File: config.mk
export PLATFORM = sky130hd
export DESIGN_NAME = nvdla_wr_req_arb
export DESIGN_NICKNAME = d
export VERILOG_FILES = /design/src/rtl/nvdla_wr_req_arb.sv
export SDC_FILE = /design/constraint.sdc
export NUM_CORES = 1
export LEC_CHECK = 0
export CAP_MARGIN = 20
export CORE_UTILIZATION = 44
export DETAILED_ROUTE_END_ITERATION = 6
export PLACE_DENSITY_LB_ADDON = 0.05
export SLEW_MARGIN = 15
export SYNTH_ARGS = -nofsm -noshare
export SYNTH_HDL_FRONTEND = slang
export SYNTH_SLANG_ARGS = --single-unit
export TNS_END_PERCENT = 1
File: constraint.sdc
create_clock -name nvdla_core_clk -period 12.7 [get_ports nvdla_core_clk]
set_input_delay 2.54 -clock nvdla_core_clk [delete_from_list [all_inputs] [get_ports nvdla_core_clk]]
set_output_delay 2.54 -clock nvdla_core_clk [all_outputs]
set_load 0.005 [all_outputs]
File: src/rtl/nvdla_wr_req_arb.sv
// Round-robin write-request arbiter: N DMA clients share one MCIF write port.
// Grant is held for a whole cmd+data burst; ack owners are queued in order
// so MCIF write-complete pulses route back to the issuing client.
// Ports: cli_wr_req_* (per-client valid/ready/pd), mcif_wr_req_* (merged),
// mcif_wr_rsp_complete in, cli_wr_rsp_complete out, status/error flags.
module nvdla_wr_req_arb #(
  parameter int NUM_CLIENTS = 3,
  parameter int PD_W        = 66,
  parameter int SIZE_W      = 13,
  parameter int ACK_DEPTH   = 16,
  parameter int ACK_AW      = 4
) (
  input  logic                        nvdla_core_clk,
  input  logic                        nvdla_core_rst,
  input  logic [NUM_CLIENTS-1:0]      cli_wr_req_valid,
  output logic [NUM_CLIENTS-1:0]      cli_wr_req_ready,
  input  logic [NUM_CLIENTS*PD_W-1:0] cli_wr_req_pd,
  output logic                        mcif_wr_req_valid,
  input  logic                        mcif_wr_req_ready,
  output logic [PD_W-1:0]             mcif_wr_req_pd,
  output logic [1:0]                  mcif_wr_req_id,
  input  logic                        mcif_wr_rsp_complete,
  output logic [NUM_CLIENTS-1:0]      cli_wr_rsp_complete,
  output logic [ACK_AW:0]             ack_fifo_cnt,
  output logic                        arb_busy,
  output logic                        err_unexp_cpl,
  output logic                        err_proto
);

  localparam int NC = NUM_CLIENTS;
  localparam logic [SIZE_W-1:0] BEAT_ONE = 1;
  localparam logic [ACK_AW-1:0] PTR_ONE  = 1;
  localparam logic [ACK_AW:0]   CNT_ONE  = 1;
  localparam logic [ACK_AW:0]   CNT_FULL = (ACK_AW+1)'(ACK_DEPTH);
  localparam logic [NC-1:0]     ONE_HOT0 = 1;

  typedef enum logic [1:0] {
    IDLE  = 2'd0,
    HOLD  = 2'd1,
    BURST = 2'd2
  } state_e;

  state_e              state_q, state_d;
  logic [1:0]          owner_q, owner_d;
  logic [1:0]          ptr_q, ptr_d;
  logic [SIZE_W-1:0]   beat_cnt_q, beat_cnt_d;
  logic [ACK_AW-1:0]   wr_ptr_q, wr_ptr_d;
  logic [ACK_AW-1:0]   rd_ptr_q, rd_ptr_d;
  logic [ACK_AW:0]     cnt_q, cnt_d;
  logic                err_unexp_q, err_unexp_d;
  logic                err_proto_q, err_proto_d;
  logic [1:0]          ack_mem_q [ACK_DEPTH];

  // Clients padded out to four slots so a 2-bit id indexes safely.
  logic [PD_W-1:0]     pd_arr [4];
  logic [3:0]          valid4;
  logic [3:0]          elig4;
  logic [3:0]          data4;
  logic                fifo_full;
  logic                fifo_empty;

  assign fifo_full  = (cnt_q == CNT_FULL);
  assign fifo_empty = (cnt_q == '0);

  for (genvar g = 0; g < 4; g++) begin : g_slot
    if (g < NC) begin : g_on
      assign pd_arr[g] = cli_wr_req_pd[g*PD_W +: PD_W];
      assign valid4[g] = cli_wr_req_valid[g];
    end else begin : g_off
      assign pd_arr[g] = '0;
      assign valid4[g] = 1'b0;
    end
    // Ack cmds are held back while there is nowhere to record the owner.
    assign elig4[g] = valid4[g] & pd_arr[g][PD_W-1] &
                      ~(pd_arr[g][SIZE_W] & fifo_full);
    assign data4[g] = valid4[g] & ~pd_arr[g][PD_W-1];
  end

  logic       win_vld;
  logic [1:0] win_id;
  logic [2:0] cand;

  always_comb begin
    win_vld = 1'b0;
    win_id  = '0;
    cand    = '0;
    for (int k = 0; k < NC; k++) begin
      cand = {1'b0, ptr_q} + 3'(k);
      if (cand >= 3'(NC)) cand = cand - 3'(NC);
      if (!win_vld && elig4[cand[1:0]]) begin
        win_vld = 1'b1;
        win_id  = cand[1:0];
      end
    end
  end

  logic            grant_vld;
  logic [1:0]      grant_id;
  logic            cur_valid;
  logic [PD_W-1:0] cur_pd;
  logic            hs;
  logic            cmd_acc;
  logic            data_acc;
  logic            push;
  logic            pop;
  logic [2:0]      nxt_ptr;
  logic [1:0]      head_id;

  always_comb begin
    if (state_q == IDLE) begin
      grant_vld = win_vld;
      grant_id  = win_id;
    end else begin
      grant_vld = 1'b1;
      grant_id  = owner_q;
    end
  end

  assign cur_valid = grant_vld & valid4[grant_id];
  assign cur_pd    = grant_vld ? pd_arr[grant_id] : '0;
  assign hs        = cur_valid & mcif_wr_req_ready;
  // Cmds from the owner mid-burst pass through but are not counted.
  assign cmd_acc   = hs & cur_pd[PD_W-1] & (state_q != BURST);
  assign data_acc  = hs & ~cur_pd[PD_W-1] & (state_q == BURST);
  assign push      = cmd_acc & cur_pd[SIZE_W];
  // Pop only against entries present at cycle start.
  assign pop       = mcif_wr_rsp_complete & ~fifo_empty;
  assign head_id   = ack_mem_q[rd_ptr_q];
  assign nxt_ptr   = {1'b0, grant_id} + 3'd1;

  assign mcif_wr_req_valid = cur_valid;
  assign mcif_wr_req_pd    = cur_pd;
  assign mcif_wr_req_id    = grant_vld ? grant_id : 2'd0;
  assign cli_wr_req_ready  = (grant_vld & mcif_wr_req_ready) ?
                             (ONE_HOT0 << grant_id) : '0;
  assign cli_wr_rsp_complete = pop ? (ONE_HOT0 << head_id) : '0;
  assign ack_fifo_cnt      = cnt_q;
  assign arb_busy          = (state_q != IDLE);
  assign err_unexp_cpl     = err_unexp_q;
  assign err_proto         = err_proto_q;

  always_comb begin
    state_d    = state_q;
    owner_d    = owner_q;
    ptr_d      = ptr_q;
    beat_cnt_d = beat_cnt_q;
    unique case (state_q)
      IDLE: begin
        if (win_vld) begin
          owner_d = win_id;
          state_d = cmd_acc ? BURST : HOLD;
        end
      end
      HOLD: begin
        if (cmd_acc) state_d = BURST;
      end
      BURST: begin
        if (data_acc) begin
          if (beat_cnt_q == '0) state_d = IDLE;
          else beat_cnt_d = beat_cnt_q - BEAT_ONE;
        end
      end
      default: state_d = IDLE;
    endcase
    if (cmd_acc) begin
      beat_cnt_d = cur_pd[SIZE_W-1:0];
      ptr_d      = (nxt_ptr >= 3'(NC)) ? 2'd0 : nxt_ptr[1:0];
    end
  end

  always_comb begin
    wr_ptr_d    = push ? wr_ptr_q + PTR_ONE : wr_ptr_q;
    rd_ptr_d    = pop  ? rd_ptr_q + PTR_ONE : rd_ptr_q;
    cnt_d       = cnt_q;
    unique case ({push, pop})
      2'b10:   cnt_d = cnt_q + CNT_ONE;
      2'b01:   cnt_d = cnt_q - CNT_ONE;
      default: cnt_d = cnt_q;
    endcase
    err_unexp_d = err_unexp_q |
                  (mcif_wr_rsp_complete & fifo_empty);
    err_proto_d = err_proto_q |
                  ((state_q == IDLE) & (|data4));
  end

  always_ff @(posedge nvdla_core_clk) begin
    if (nvdla_core_rst) begin
      state_q     <= IDLE;
      owner_q     <= '0;
      ptr_q       <= '0;
      beat_cnt_q  <= '0;
      wr_ptr_q    <= '0;
      rd_ptr_q    <= '0;
      cnt_q       <= '0;
      err_unexp_q <= 1'b0;
      err_proto_q <= 1'b0;
    end else begin
      state_q     <= state_d;
      owner_q     <= owner_d;
      ptr_q       <= ptr_d;
      beat_cnt_q  <= beat_cnt_d;
      wr_ptr_q    <= wr_ptr_d;
      rd_ptr_q    <= rd_ptr_d;
      cnt_q       <= cnt_d;
      err_unexp_q <= err_unexp_d;
      err_proto_q <= err_proto_d;
    end
  end

  // Owner storage needs no reset: occupancy gates every read.
  always_ff @(posedge nvdla_core_clk) begin
    if (push) ack_mem_q[wr_ptr_q] <= grant_id;
  end

endmodule
==> flow_metrics.tcl <==
set metrics [dict create \
    synth_edf_count 32 \
    multi_input_area_um2 3440 \
    worst-path-buf-inv 4 \
    hold_viol 0 \
    max_freq_mhz 106.7 \
    path_delay_family "buffers and inverters" \
    num_io_pins 288 \
    whs_path_depth 2 \
    syn-mean-instance-area_um2 7.582 \
    coreArea_um2 12010 \
    critPathArrivalTime_ns 6.83 \
    crit_slowest_cell "inv_2" \
    synthToLayoutAreaGrowth_pct 58.65 \
    cts_made_buffers 9 \
    clkSlewWorstSetupHoldPaths_ns 0.07 \
    p_leak_nw 3.249 \
    synth_xor_xnor_area_share_pct 1.770 \
    dr.pass1.iters 6 \
    r2r_end "ack_fifo_cnt[4]" \
    slew_viol_final 0 \
    period_share_pct 73.82 \
    critPathCaptureType "output port" \
    most-common-layout-cells "clkdlybuf4s50_1 (287), nand2_1 (130), a21oi_1 (127)" \
    grt-ovfl-total 0 \
    start_kind "primary input" \
    nets 1186 \
    die_h_um 113.2 \
    ctsHoldBuffers 0 \
    cts_tree "yes" \
    yosys.area_share.simple_pct 27.30 \
    cp_slowest_stage_delay_ns 0.63 \
    grt_setup_unrepaired "no" \
    slew_headroom_pct 36.87 \
    switching_power_mw 0.3985 \
    drtAntennaViolNets 0 \
    reg2reg_depth 20 \
    synth_compound_area_share_pct 22.80 \
    finalWirelength_mm 21.56 \
    cts_buffer_depth 2 \
    fin_crit_ns 9.375 \
    h-tree-depth 3 \
    r2r_slack_ns 6.14 \
    die_width_um 113.2 \
    drive_gt1_share_pct 5.544 \
    worstHoldStart "err_unexp_cpl" \
    ir_drop_v 0.00007830 \
    dieArea_um2 12820 \
    num-fill-cells 941 \
    status "completed" \
    pwr-share-seq_pct 24.8 \
    ys_seq_area_share_pct 31.62 \
    start_util_pct 45.32 \
    clkLatencyLatePin_ns 0.33 \
    synthesis.instances 718 \
    synthesis.nets 935 \
    power_density_nw_per_um2 124.8 \
    synth_area_um2 5444 \
    grt_util_all_layers_pct 32.98 \
    cts_resized 0 \
    power_frac_comb_pct 52.7 \
    swShare_pct 36.96 \
    fin_worst_skew_ns 0.01023 \
    final-setup-viol-count 0 \
    cts_root_buf "clkbuf_16" \
    min_to "err_unexp_cpl" \
    dp_hpwl_mm 16.44 \
    fin_tns_setup_ns 0 \
    ff_latch_area_um2 1722 \
    synth.distinct_cells 72 \
    maxCapViolations 0 \
    final_common_cell "clkdlybuf4s50_1" \
    crit_chain "clkdlybuf4s50_1 > nor4b_1 > a311oi_1 > o31ai_1 > nand2_2 > inv_2 > buf_4 > mux2i_1 > o2bb2ai_1 > and2_1 > clkdlybuf4s50_1" \
    r2r_start "ptr_q[0]" \
    postCtsSetupRepairBufs 0 \
    numPortBuffers 287 \
    viasPerCell 5.689 \
    tightest_slew_ns 0.9470 \
    drc_errors 0 \
    grt_max_degree 83 \
    async_flop_share_pct 0 \
    fin_cells 1122 \
    drtIter0Drc 663 \
    yosys_warnings 0 \
    grt_first_pass_wirelength_mm 32.84 \
    avgRoutedWirePerCell_um 19.22 \
    antenna_found_initial 1 \
    synth_top_family_by_area "simple AND/OR/NAND/NOR gates" \
    vias 6383 \
    power_mw 1.078 \
    cts.sinks 70 \
    internal_power_mw 0.6797 \
    synth_seq_cells 70 \
    critPathLaunch "cli_wr_req_pd[145]" \
    grt_pass1_vias 6158 \
    min_path_type "reg -> reg" \
    critPathMostFrequentCell "clkdlybuf4s50_1" \
    synthFlopType "dfxtp_1" \
    critPathKind "in -> out" \
    rows 40 \
    synth_adder_area_share_pct 2.758 \
    cp.required_ns 10.16 \
    dp.cells 1104 \
    gp_congestion 0.9331 \
    yosys-mux-area-fraction_pct 8.297 \
    worstPathMaxFanout 55 \
    pwr-share-clk_pct 22.4 \
]
cells by family (layout without fill, tap and decap cells):
group           Yosys count  count (layout)
buf+inv                  72             328
xor+xnor                 11              11
flops                    70              70
other cells               0               1
simple gates            318             318
compound gates          203             203
mux                      32              32
fa+ha+maj                12              12
sequential cells by signal, indices dropped and copies added (netlist names), named ones only:
name / cells
ack_fifo_cnt: 5
owner_q: 2
err_proto: 1
err_unexp_cpl: 1
ptr_q: 2
rd_ptr_q: 4
beat_cnt_q: 13
ack_mem_q: 32
state_q: 2
wr_ptr_q: 4
layer usage:
layer	part of all wire, %	track usage (%)	vias to the layer above
li1	-	-	3074
met1	39	39.16	2977
met2	50	57.51	280
met3	7.0	7.392	52
met4	3.7	13.60	0
met5	0	0	-
synthesized netlist by cell type (13+ instances only):
cell type  number  share of area, %
buf_1          13              0.90
and2_1         16               1.8
nor2_1         79               5.4
edfxtp_1       32                18
a21oi_1       127                12
mux2i_1        17               3.1
clkbuf_1       31               2.1
inv_1          17               1.2
and3_1         14               1.6
nand3_1        20               1.8
dfxtp_1        38                14
nand2_1       130               9.0
power by group through the flow:
stage               clock [mW]  combinational [mW]  sequential [mW]
CTS                      0.244               0.562            0.268
finish                   0.242               0.569            0.268
global route             0.255               0.611            0.270
global placement             0               0.552            0.271
floorplan                    0               0.273            0.265
detailed placement           0               0.558            0.272
worst max path at each step:
stage	end	slack (ns)	cells after the start
6_report	mcif_wr_req_pd[8]	3.33	11
3_3_place_gp	mcif_wr_req_pd[8]	3.42	11
4_1_cts	mcif_wr_req_pd[8]	3.38	11
2_1_floorplan	mcif_wr_req_pd[58]	5.40	11
5_1_grt	mcif_wr_req_pd[8]	2.89	11
3_5_place_dp	mcif_wr_req_pd[8]	3.37	11
worst register-to-register path: stages (launching register included):
cell and delay, ns:
dfxtp_1 0.37, inv_1 0.06, ha_1 0.46, a22oi_1 0.24, a311oi_1 0.10, o31ai_1 0.40
nand2_2 0.49, inv_2 0.63, mux2_2 0.46, or4b_1 0.95, nor2_4 0.44, inv_1 0.11
ha_1 0.34, xor2_1 0.19, ha_1 0.23, o21ai_0 0.18, a21oi_1 0.09, a21oi_1 0.17
xor2_1 0.09, or3_1 0.31, a21oi_1 0.18
metrics by stage:
step | area, µm² | setup slack, ns | hold slack, ns | utilization, %
final | 8637 | 3.325 | 0.4677 | 71.91
after global routing | 8635 | 2.888 | 0.5054 | 71.89
after CTS | 8615 | 3.384 | 0.4734 | 71.72
after detailed placement | 8327 | 3.374 | 0.4580 | 69.32
after global placement | 8327 | 3.421 | 0.4470 | 69.32
after floorplan | 5444 | 5.396 | 0.4486 | -
cell type report:
class / count / share of cell area (%)
repair buffers: 293 / 33.93
clock buffers: 9 / 2.608
multi-input cells: 576 / 39.82
diodes: 1 / 0.02897
clock inverters: 7 / 0.7243
flip-flops and latches: 70 / 19.93
inverters: 19 / 0.8257
well taps: 147 / 2.130
No activity file was read; power rests on OpenSTA's default activity.
